==> config.mk <==
export PLATFORM = sky130hd
export DESIGN_NAME = soundmixer
export DESIGN_NICKNAME = d
export VERILOG_FILES = /design/src/rtl/soundmixer.sv
export SDC_FILE = /design/constraint.sdc
export NUM_CORES = 1
export LEC_CHECK = 0
export ABC_AREA = 1
export BUFFER_PORTS_ARGS = -buffer_cell sky130_fd_sc_hd__buf_4
export CAP_MARGIN = 30
export CORE_UTILIZATION = 50
export DETAILED_ROUTE_END_ITERATION = 10
export GPL_ROUTABILITY_DRIVEN = 0
export GPL_TIMING_DRIVEN = 0
export PLACE_DENSITY = 0.79
export SETUP_SLACK_MARGIN = 0.5
export SYNTH_ARGS = -nofsm -noshare
export SYNTH_HDL_FRONTEND = slang
export SYNTH_SLANG_ARGS = --single-unit
==> constraint.sdc <==
create_clock -name clk12 -period 7.05 [get_ports clk12]
set_input_delay 0.3525 -clock clk12 [delete_from_list [all_inputs] [get_ports clk12]]
set_output_delay 0.3525 -clock clk12 [all_outputs]
set_load 0.1 [all_outputs]
==> src/rtl/soundmixer.sv <==
// Stereo mixer: NCH gained/panned 8-bit channels plus filtered pulse lines, saturated to 16 bits,
// one sample per DECIM clocks over valid/ready; also slices linein into tapein. Option: SOUNDMIXER_MA_EN.
module soundmixer #(
  parameter int NCH     = 8,
  parameter int NPULSE  = 4,
  parameter int DECIM   = 256,
  parameter int MA_LOG2 = 2,
  parameter int HYST    = 4
) (
  input  logic                clk12,
  input  logic                reset,
  input  logic [NPULSE-1:0]   pulses,
  input  logic [8*NCH-1:0]    ch_data,
  input  logic [3*NCH-1:0]    ch_gain,
  input  logic [2*NCH-1:0]    ch_pan,
  output logic [15:0]         out_l,
  output logic [15:0]         out_r,
  output logic                out_valid,
  input  logic                out_ready,
  output logic                overrun,
  input  logic [15:0]         linein,
  output logic                tapein
);
  localparam int CW = (DECIM > 1) ? $clog2(DECIM) : 1;
  localparam int KW = $clog2(NCH + 1);
  localparam int AW = 16 + $clog2(NCH + 1) + 1;

  typedef enum logic [1:0] {S_IDLE, S_ACC, S_SAT, S_OUT} state_t;

  state_t          state_q, state_d;
  logic [CW-1:0]   cnt_q, cnt_d;
  logic [KW-1:0]   idx_q, idx_d;
  logic [AW-1:0]   acc_l_q, acc_l_d, acc_r_q, acc_r_d;
  logic [15:0]     out_l_q, out_l_d, out_r_q, out_r_d;
  logic            vld_q, vld_d, ovr_q, ovr_d, tape_q, tape_d;
  logic            tick;
  logic [3:0]      pcnt;
  logic [7:0]      pv, pavg;
  logic [7:0]      sel_data, line8;
  logic [2:0]      sel_gain;
  logic [1:0]      sel_pan;
  logic [AW-1:0]   term;
  logic [15:0]     sat_l, sat_r;
  logic            unused_line_lsb;

  assign tick = (cnt_q == CW'(DECIM - 1));
  assign unused_line_lsb = ^linein[7:0];

  always_comb begin
    pcnt = '0;
    for (int i = 0; i < NPULSE; i++) pcnt = pcnt + 4'(pulses[i]);
  end
  assign pv = {pcnt, 4'h0};

`ifdef SOUNDMIXER_MA_EN
  localparam int DEPTH = 1 << MA_LOG2;
  localparam int PW    = (MA_LOG2 > 0) ? MA_LOG2 : 1;
  localparam int SW    = 8 + MA_LOG2;

  logic [7:0]    ring_q [DEPTH];
  logic [7:0]    ring_d [DEPTH];
  logic [PW-1:0] ptr_q, ptr_d;
  logic [SW-1:0] sum_q, sum_d;

  // The average seen at a tick already includes that tick's pulse value.
  always_comb begin
    ring_d = ring_q;
    ptr_d  = ptr_q;
    sum_d  = sum_q;
    if (tick) begin
      sum_d         = sum_q + SW'(pv) - SW'(ring_q[ptr_q]);
      ring_d[ptr_q] = pv;
      ptr_d         = (ptr_q == PW'(DEPTH - 1)) ? '0 : ptr_q + PW'(1);
    end
  end
  assign pavg = 8'(sum_d >> MA_LOG2);

  always_ff @(posedge clk12) begin
    if (reset) begin
      for (int i = 0; i < DEPTH; i++) ring_q[i] <= '0;
      ptr_q <= '0;
      sum_q <= '0;
    end else begin
      ring_q <= ring_d;
      ptr_q  <= ptr_d;
      sum_q  <= sum_d;
    end
  end
`else
  assign pavg = pv;
`endif

  always_comb begin
    sel_data = '0;
    sel_gain = '0;
    sel_pan  = '0;
    for (int i = 0; i < NCH; i++) begin
      if (idx_q == KW'(i)) begin
        sel_data = ch_data[8*i +: 8];
        sel_gain = ch_gain[3*i +: 3];
        sel_pan  = ch_pan[2*i +: 2];
      end
    end
  end
  assign term  = AW'(sel_data) << sel_gain;
  assign sat_l = (acc_l_q > AW'(16'hFFFF)) ? 16'hFFFF : acc_l_q[15:0];
  assign sat_r = (acc_r_q > AW'(16'hFFFF)) ? 16'hFFFF : acc_r_q[15:0];
  assign line8 = {~linein[15], linein[14:8]};

  always_comb begin
    cnt_d   = tick ? '0 : cnt_q + CW'(1);
    state_d = state_q;
    idx_d   = idx_q;
    acc_l_d = acc_l_q;
    acc_r_d = acc_r_q;
    out_l_d = out_l_q;
    out_r_d = out_r_q;
    vld_d   = vld_q;
    ovr_d   = ovr_q;
    tape_d  = tape_q;
    if (vld_q && out_ready) vld_d = 1'b0;
    case (state_q)
      S_IDLE: if (tick) begin
        state_d = S_ACC;
        idx_d   = '0;
        acc_l_d = AW'(pavg) << 7;
        acc_r_d = AW'(pavg) << 7;
      end
      S_ACC: begin
        if (sel_pan[0]) acc_l_d = acc_l_q + term;
        if (sel_pan[1]) acc_r_d = acc_r_q + term;
        idx_d = idx_q + KW'(1);
        if (idx_q == KW'(NCH - 1)) state_d = S_SAT;
      end
      // Clamp and publish share the SAT->OUT edge so the sample is visible at tick+NCH+2.
      S_SAT: begin
        state_d = S_OUT;
        if (!vld_q || out_ready) begin
          out_l_d = sat_l ^ 16'h8000;
          out_r_d = sat_r ^ 16'h8000;
          vld_d   = 1'b1;
        end else begin
          ovr_d = 1'b1;
        end
      end
      S_OUT:   state_d = S_IDLE;
      default: state_d = S_IDLE;
    endcase
    if (int'(line8) < 128 - HYST)      tape_d = 1'b0;
    else if (int'(line8) > 128 + HYST) tape_d = 1'b1;
  end

  always_ff @(posedge clk12) begin
    if (reset) begin
      state_q <= S_IDLE;
      cnt_q   <= '0;
      idx_q   <= '0;
      acc_l_q <= '0;
      acc_r_q <= '0;
      out_l_q <= '0;
      out_r_q <= '0;
      vld_q   <= 1'b0;
      ovr_q   <= 1'b0;
      tape_q  <= 1'b0;
    end else begin
      state_q <= state_d;
      cnt_q   <= cnt_d;
      idx_q   <= idx_d;
      acc_l_q <= acc_l_d;
      acc_r_q <= acc_r_d;
      out_l_q <= out_l_d;
      out_r_q <= out_r_d;
      vld_q   <= vld_d;
      ovr_q   <= ovr_d;
      tape_q  <= tape_d;
    end
  end

  assign out_l     = out_l_q;
  assign out_r     = out_r_q;
  assign out_valid = vld_q;
  assign overrun   = ovr_q;
  assign tapein    = tape_q;
endmodule

==> impl_metrics.tcl, run 1 <==
set metrics [dict create \
    status "finished, final reports clean" \
    finalMaxSlewViolations 0 \
    comb_power_share 0.587 \
    netSwitchingPower_mw 1.45 \
    cp-startpoint "idx_q[0]" \
    worst_path_most_repeated_cell "o21ai_0" \
    worst_pin_slew_ps 922 \
    leakage_nw 3.99 \
    hold_path_class "input port to flop" \
    diodes 0 \
    synth_area_sq_um 6990 \
    hpwlAfterDp_um 17500 \
    grt_pass1_wl_um 35500 \
    io_pins 162 \
    power_density_nw_per_um2 318 \
    setup_viol 0 \
    grt_overflow_total 0 \
    r2r-start "idx_q[0]" \
    clockRootBuffer "clkbuf_16" \
    clock_path_buffers 2 \
    ctsResizeCount 0 \
    cts_hold_buffers 0 \
    remaining_drc_errors 0 \
    vdd_drop_max_v 0.000321 \
    clock_skew_ps 8.65 \
    io_buffers 153 \
    grt_use_total 0.312 \
    seq_area_sq_um 1820 \
    seq_area_frac_synth 0.261 \
    drv_cap 0 \
    crit_family "compound AO/OA/AOI/OAI gates" \
    grt_max_degree 16 \
    r2r-end "acc_r_q[12]" \
    syn2layout_area_growth_pct 23.8 \
    cp_max_fo 10 \
    crit_slowest_cell "o21ai_0" \
    fin_crit_sh 0.657 \
    nFillCells 1327 \
    drt_first_iter_violations 760 \
    worst_hold_path.num_cells 2 \
    slowest_delay_ps 500 \
    wl_um 22000 \
    slew_headroom 0.385 \
    p_seq_frac 0.236 \
    finalCoreUtilization 0.643 \
    min_period_ps 4630 \
    routedWlPerCell_um 15.2 \
    drive_above_1_share 0.202 \
    setup_tns_ps 0 \
    clock_sinks 91 \
    holdWs_ps 178 \
    p_clk_frac 0.177 \
    ctsHtreeMaxLevel 3 \
    grt_pass1_vias 7259 \
    endpoint "acc_r_q[12]" \
    max_freq_mhz 216 \
    via_per_inst 5.55 \
    synth_top_area_share 0.261 \
    syn-instance-count 1100 \
    hold_viol 0 \
    clk_latency_ps 350 \
    synth_top_cell_by_area "dfxtp_1" \
    avgSynthCellArea_sq_um 6.35 \
    required_ps 7300 \
    internal-power_mw 1.31 \
    die_x_um 120 \
    initial_core_util 0.520 \
    core_sq_um 13500 \
    antenna_left 0 \
    die_area_sq_um 14500 \
    netlist-cell-type-count 46 \
    die_y_um 120 \
    total_power_mw 2.76 \
    switching_share 0.524 \
    rsz0062_at_grt "false" \
    cts_tree "yes" \
    critPathKind "flop to flop" \
    finish.instance_area_sq_um 8660 \
    path_depth 25 \
    syn_nets 1267 \
    cts_made_buffers 9 \
    postCtsSetupRepairBufs 0 \
    place_area_sq_um 8360 \
    reg2regPathDepth 25 \
    antenna_found_initial 0 \
    startpoint_type "flop" \
    clk_pin_slew_ps 70 \
    yosys_warnings 0 \
    critPathBufInv 3 \
    critPathArrivalTime_ps 4880 \
    first_pass_iters 8 \
    yosys-top-cells-area "dfxtp_1 (26%), nand2_1 (13%), nand3_1 (7.7%), ha_1 (7.0%), a21oi_1 (6.9%)" \
    reg2reg_slack_ps 2420 \
    endpoint_kind "flop" \
    num_rows 42 \
    synth-seq-cells 91 \
    multi_input_area_sq_um 4470 \
    nNetsFinal 1432 \
    vias 8027 \
]
## metrics by stage
stage	cells	setup WS, ps
floorplan	1100	3540
global placement	1429	2630
detailed placement	1430	2590
CTS	1446	2570
global route	1446	1990
finish	1446	2420
## flip-flops by register name, indices dropped and copies added (netlist names)
register	count
acc_l_q	21
acc_r_q	21
cnt_q	8
idx_q	4
out_l	16
out_r	16
out_valid	1
overrun	1
state_q	2
tapein	1
## worst min path at each step
stage | endpoint | start
detailed placement | cnt_q[0] | cnt_q[0]
global placement | cnt_q[0] | cnt_q[0]
CTS | tapein | linein[15]
global route | tapein | linein[15]
finish | tapein | linein[15]
floorplan | cnt_q[0] | cnt_q[0]
## worst register-to-register path, cell delays in order (launching register included)
cell and delay (ps):
dfxtp_1 410, inv_1 110, ha_1 270, nand2_2 150
buf_6 160, buf_2 220, o21ai_0 100, a31oi_1 150
a21oi_1 60, nand3_1 120, o211ai_1 110, nand3_1 80
o21ai_0 190, nand2_1 140, nand2_1 70, nand2_1 50
o21ai_0 100, o21ai_0 500, ha_1 400, a21oi_1 300
o21ai_0 140, a21oi_1 140, nand2_1 120, or2_2 290
nand3_1 70, a21oi_1 60
## synthesized netlist by cell type (all sizes together)
library cell,instances
nand3,113
a2bb2oi,2
nand2,277
a211oi,2
a32oi,2
o21ai,90
nand4,16
fa,1
buf,16
nand3b,10
a31oi,40
or2,14
nor4,7
nor3,9
o2111ai,1
mux2i,3
xor2,4
o211ai,6
nor2,97
ha,39
nor3b,2
a21oi,98
dfxtp,91
a21boi,1
and3,1
o21a,3
inv,129
clkbuf,23
clkinv,1
and2,2
## cell usage in the layout (no fill, tap or decap), types with 8 or more instances in the layout
| master | count |
|---|---|
| or2_2 | 9 |
| a21oi_1 | 96 |
| clkbuf_16 | 9 |
| nand3b_1 | 10 |
| nand4_1 | 14 |
| a31oi_1 | 40 |
| nand2_2 | 25 |
| inv_1 | 121 |
| buf_4 | 158 |
| nand3_1 | 107 |
| inv_2 | 8 |
| ha_1 | 39 |
| o21ai_0 | 87 |
| clkbuf_1 | 23 |
| nand2_1 | 248 |
| nor2_1 | 89 |
| dfxtp_1 | 91 |
## layer usage
| layer | part of all wire | global-route usage | vias to the layer above |
|---|---|---|---|
| met3 | 0.067 | 0.0439 | 33 |
| met5 | 0 | 0 | - |
| met1 | 0.47 | 0.443 | 3678 |
| li1 | - | - | 4027 |
| met2 | 0.44 | 0.487 | 289 |
| met4 | 0.022 | 0.0988 | 0 |
## cells by family (layout without fill, tap and decap cells)
| logic type | Yosys count | after routing | synth area share |
|---|---|---|---|
| fa+ha+maj | 40 | 40 | 0.0727 |
| simple gates | 548 | 548 | 0.362 |
| flops | 91 | 91 | 0.261 |
| compound gates | 245 | 245 | 0.195 |
| xor+xnor | 4 | 4 | 0.00501 |
| buf+inv | 169 | 339 | 0.0999 |
| mux | 3 | 3 | 0.00430 |
## power groups by stage
| stage | clock network, mW | registers [mW] | logic, mW |
|---|---|---|---|
| after global routing | 0.515 | 0.660 | 1.75 |
| final | 0.489 | 0.650 | 1.62 |
| after detailed placement | 0 | 0.659 | 1.59 |
| after global placement | 0 | 0.658 | 1.57 |
| after floorplan | 0 | 1.04 | 0.798 |
| after CTS | 0.492 | 0.649 | 1.60 |
## layout make-up
| cell class | instances | share of cell area |
|---|---|---|
| Buffer | 39 | 0.0243 |
| Clock buffer | 9 | 0.0260 |
| Inverter | 130 | 0.0564 |
| Timing Repair Buffer | 154 | 0.133 |
| Multi-Input combinational cell | 840 | 0.516 |
| Sequential cell | 91 | 0.210 |
| Clock inverter | 7 | 0.00781 |
| Tap cell | 176 | 0.0254 |
Power figures use the tool's default switching activity.
==> run 2: changes to the inputs <==
==> constraint.sdc (replaced) <==
create_clock -name clk12 -period 4.5 [get_ports clk12]
set_input_delay 0.225 -clock clk12 [delete_from_list [all_inputs] [get_ports clk12]]
set_output_delay 0.225 -clock clk12 [all_outputs]
set_load 0.1 [all_outputs]
==> impl_metrics.tcl, run 2 (synthesized netlist as in run 1, its figures left out) <==
set metrics [dict create \
    clockRootBuffer "clkbuf_16" \
    clk_pin_slew_ps 70 \
    crit_chain "ha_2, inv_1, nor2_2, inv_2, buf_6, or2_2, nand2_1, buf_6, buf_8, clkinv_4, nor2_4, ha_1, ha_1, inv_1, nand2_1, nand3_1, nand2_2, nand2_2, o21ai_4, nand2_2, nand2_1, nand2_1, nand3_1, a21oi_2" \
    min_period_ps 3860 \
    critPathKind "flop to flop" \
    io_pins 162 \
    rsz0062_at_grt "true" \
    slew_headroom 0.409 \
    io_buffers 153 \
    antenna_left 0 \
    dr_wl_met2_um 10300 \
    worst_pin_slew_ps 886 \
    grt_use_total 0.315 \
    setup_viol 0 \
    hold_viol 0 \
    top_layer "met4" \
    drv_cap 0 \
    drive_above_1_share 0.254 \
    clock_sinks 91 \
    cts_made_buffers 9 \
    routedWlPerCell_um 15.8 \
    p_seq_frac 0.220 \
    antenna_found_initial 0 \
    die_y_um 120 \
    comb_power_share 0.615 \
    drt_first_iter_violations 803 \
    critPathArrivalTime_ps 4070 \
    die_x_um 120 \
    nFillCells 1218 \
    clock_path_buffers 2 \
    grt_pass1_wl_um 35900 \
    cp_max_fo 10 \
    fin_crit_sh 0.858 \
    internal-power_mw 2.21 \
    top_regs "acc_l_q: 21 flops, acc_r_q: 21 flops" \
    worst_path_most_repeated_cell "nand2_1" \
    cts_hold_buffers 0 \
    met3_wirelength_um 1780 \
    total_power_mw 4.64 \
    grt_overflow_total 0 \
    startpoint_type "flop" \
    reg2reg_slack_ps 640 \
    grt_pass1_vias 7331 \
    status "finished, final reports clean" \
    final_cells 1456 \
    slowest_delay_ps 390 \
    first_pass_iters 6 \
    grt_max_degree 16 \
    num_rows 42 \
    required_ps 4710 \
    hold_path_class "input port to flop" \
    core_sq_um 13500 \
    via_per_inst 5.66 \
    setup_tns_ps 0 \
    nNetsFinal 1442 \
    netSwitchingPower_mw 2.43 \
    ctsHtreeMaxLevel 3 \
    vdd_drop_max_v 0.000509 \
    remaining_drc_errors 0 \
    cts_tree "yes" \
    max_freq_mhz 259 \
    diodes 0 \
    switching_share 0.524 \
    endpoint_kind "flop" \
    finalMaxSlewViolations 0 \
    syn2layout_area_growth_pct 30.8 \
    wl_um 23100 \
    crit_slowest_cell "dfxtp_2" \
    placed_cells 1430 \
    clock_skew_ps 8.16 \
    die_area_sq_um 14500 \
    final_cell_mix "nand2_1 (242), buf_4 (168), inv_1 (119)" \
    initial_core_util 0.520 \
    met1Wirelength_um 10300 \
    clk_latency_ps 350 \
    power_density_nw_per_um2 507 \
    holdWs_ps 52.9 \
    p_clk_frac 0.165 \
    vias 8235 \
    leakage_nw 4.07 \
    hpwlAfterDp_um 17500 \
    final_common_cell "nand2_1" \
]
## run 2: routing by layer
layer  up-vias  track usage
li1       4038            -
met2       364        0.492
met5         -            0
met3        62       0.0443
met1      3771        0.445
met4         0        0.106
## run 2: final timing paths
path                            startpoint           to  cells after the start
worst max register to register    idx_q[1]  acc_l_q[14]                     24
worst min-delay path            linein[15]       tapein                      2
worst max-delay path              idx_q[1]  acc_l_q[14]                     24
worst min register to register    cnt_q[0]     cnt_q[0]                      1
## run 2: power by group through the flow
stage	sequential (mW)	clock, mW	combinational, mW
floorplan	1.63	0	1.25
global placement	1.03	0	2.46
detailed placement	1.03	0	2.48
CTS	1.02	0.771	2.56
global route	1.04	0.807	3.04
finish	1.02	0.764	2.85
## run 2: what timing repair did
action	4_1_cts	5_1_grt
pin swaps	1	19
cloned	0	0
setup buffers	1	9
gates resized for setup	27	80
setup endpoints to repair	29	32
## run 2: worst max-delay path, delay by kind of cell, from the launching register on
kind / cells / cell delay [ps]
buf+inv: 7 / 840
compound gates: 2 / 290
simple gates: 12 / 1540
flops: 1 / 390
fa+ha+maj: 3 / 630
## run 2: final cells by class
cell class                      instances  area (sq um)  share of cell area
Inverter                              130           493              0.0539
Timing Repair Buffer                  164          1240               0.136
Sequential cell                        91          1820               0.200
Multi-Input combinational cell        840          4840               0.530
Clock buffer                            9           225              0.0246
Buffer                                 39           230              0.0252
Clock inverter                          7          67.6             0.00739
Tap cell                              176           220              0.0241
## run 2: per-stage QoR
step	util	worst slack (ps)	area (sq um)
6_report	0.680	640	9140
5_1_grt	0.680	376	9140
4_1_cts	0.650	506	8740
3_5_place_dp	0.622	35.0	8360
3_3_place_gp	0.621	77.7	8360
2_1_floorplan	-	993	6990
==> run 3: changes to the inputs <==
--- a/config.mk
+++ b/config.mk
@@ -8,6 +8,8 @@
 export ABC_AREA = 1
 export BUFFER_PORTS_ARGS = -buffer_cell sky130_fd_sc_hd__buf_4
 export CAP_MARGIN = 30
+export CORE_ASPECT_RATIO = 1.4
+export CORE_MARGIN = 4
 export CORE_UTILIZATION = 50
 export DETAILED_ROUTE_END_ITERATION = 10
 export GPL_ROUTABILITY_DRIVEN = 0
@@ -17,3 +19,4 @@
 export SYNTH_ARGS = -nofsm -noshare
 export SYNTH_HDL_FRONTEND = slang
 export SYNTH_SLANG_ARGS = --single-unit
+export TNS_END_PERCENT = 5
==> impl_metrics.tcl, run 3 (synthesized netlist as in run 1, its figures left out) <==
set metrics [dict create \
    first_pass_iters 6 \
    diodes 0 \
    setup_viol 0 \
    core_sq_um 13500 \
    syn2layout_area_growth_pct 31.5 \
    vdd_drop_max_v 0.000427 \
    vias 8163 \
    drt_first_iter_violations 705 \
    hold_viol 0 \
    status "finished, final reports clean" \
    grt_pass1_wl_um 36500 \
    cts_made_buffers 9 \
    worst_pin_slew_ps 941 \
    clockRootBuffer "clkbuf_16" \
    critPathKind "flop to flop" \
    final_cells 1456 \
    initial_core_util 0.517 \
    drive_above_1_share 0.258 \
    min_period_ps 3900 \
    top_regs "acc_l_q: 21 flops, acc_r_q: 21 flops" \
    grt_max_degree 17 \
    clock_sinks 91 \
    remaining_drc_errors 0 \
    endpoint_kind "flop" \
    critPathArrivalTime_ps 4140 \
    setup_tns_ps 0 \
    die_y_um 148 \
    leakage_nw 4.03 \
    clk_latency_ps 350 \
    worst_hold_path.num_cells 2 \
    routedWlPerCell_um 16.5 \
    antenna_left 0 \
    hpwlAfterDp_um 18400 \
    slew_headroom 0.372 \
    via_per_inst 5.61 \
    max_freq_mhz 257 \
    die_x_um 108 \
    final_cell_mix "nand2_1 (239), buf_4 (162), inv_1 (119)" \
    rsz0062_at_grt "true" \
    num_rows 50 \
    io_pins 162 \
    wl_um 24000 \
    die_area_sq_um 16000 \
    clk_pin_slew_ps 70 \
    antenna_found_initial 0 \
    cts_hold_buffers 0 \
    power_density_nw_per_um2 514 \
    reg2regPathDepth 24 \
    cts_tree "yes" \
    startpoint_type "flop" \
    grt_use_total 0.284 \
    drv_cap 0 \
    cp_max_fo 10 \
    placed_cells 1436 \
    io_buffers 153 \
    grt_pass1_vias 7535 \
    required_ps 4740 \
    final_common_cell "nand2_1" \
    finalMaxSlewViolations 0 \
    holdWs_ps 59.1 \
    ctsHtreeMaxLevel 3 \
    hold_path_class "input port to flop" \
    grt_overflow_total 0 \
    clock_skew_ps 7.98 \
    nNetsFinal 1436 \
    fin_crit_sh 0.866 \
    clock_path_buffers 2 \
]
-- run 3: layout make-up --
type | count | area, sq um
buffer | 39 | 223
clock buffer | 10 | 229
clock inverter | 6 | 72.6
fill | 1208 | 4320
inverter | 130 | 490
multi-input combinational | 840 | 4940
sequential | 91 | 1820
tap | 182 | 228
timing repair buffer | 158 | 1180
-- run 3: stage by stage --
step	worst slack [ps]	cell area, sq um	power [mW]	utilization
2_1_floorplan	993	6990	2.88	-
3_3_place_gp	62.8	8370	3.51	0.619
4_1_cts	382	8720	4.36	0.645
6_report	602	9190	4.73	0.680
5_1_grt	350	9190	4.99	0.680
3_5_place_dp	37.4	8370	3.54	0.619
-- run 3: final timing paths --
kind              start          end  slack [ps]
max            idx_q[0]  acc_r_q[12]         600
min          linein[15]       tapein          60
max reg2reg    idx_q[0]  acc_r_q[12]         600
min reg2reg    cnt_q[0]     cnt_q[0]         480
-- run 3: where the power goes --
part | internal (mW) | total, mW | switching (mW)
sequential | 0.938 | 1.03 | 0.0927
clock | 0.439 | 0.777 | 0.338
combinational | 0.865 | 2.92 | 2.05
total | 2.24 | 4.73 | 2.48
-- run 3: routing by layer --
layer	track usage	vias to the layer above	routed length [um]
met5	0	-	0
met4	0.145	0	1280
li1	-	4027	-
met1	0.324	3694	9100
met3	0.0406	90	1600
met2	0.505	352	12000
-- run 3: timing repair --
action | CTS | global route
gates resized for setup | 20 | 98
endpoints found under the setup margin | 29 | 34
pin swaps | 0 | 11
setup buffers | 0 | 4
-- run 3: worst max-delay path, stage by stage, from the launching register on --
cell and delay (ps):
dfxtp_2 390, inv_2 80, ha_4 180, nand2_2 120, buf_6 150, clkbuf_4 190, o21ai_0 80, a31oi_1 210
a21oi_1 80, nand3_1 80, o211ai_1 90, nand3_1 90, o21ai_2 90, mux2i_1 170, buf_4 160, o21ai_4 70
o21ai_2 300, ha_4 280, a21oi_2 160, o21ai_0 110, a21oi_1 130, nand2_1 140, or2_2 300, nand3_1 80
a21oi_1 70
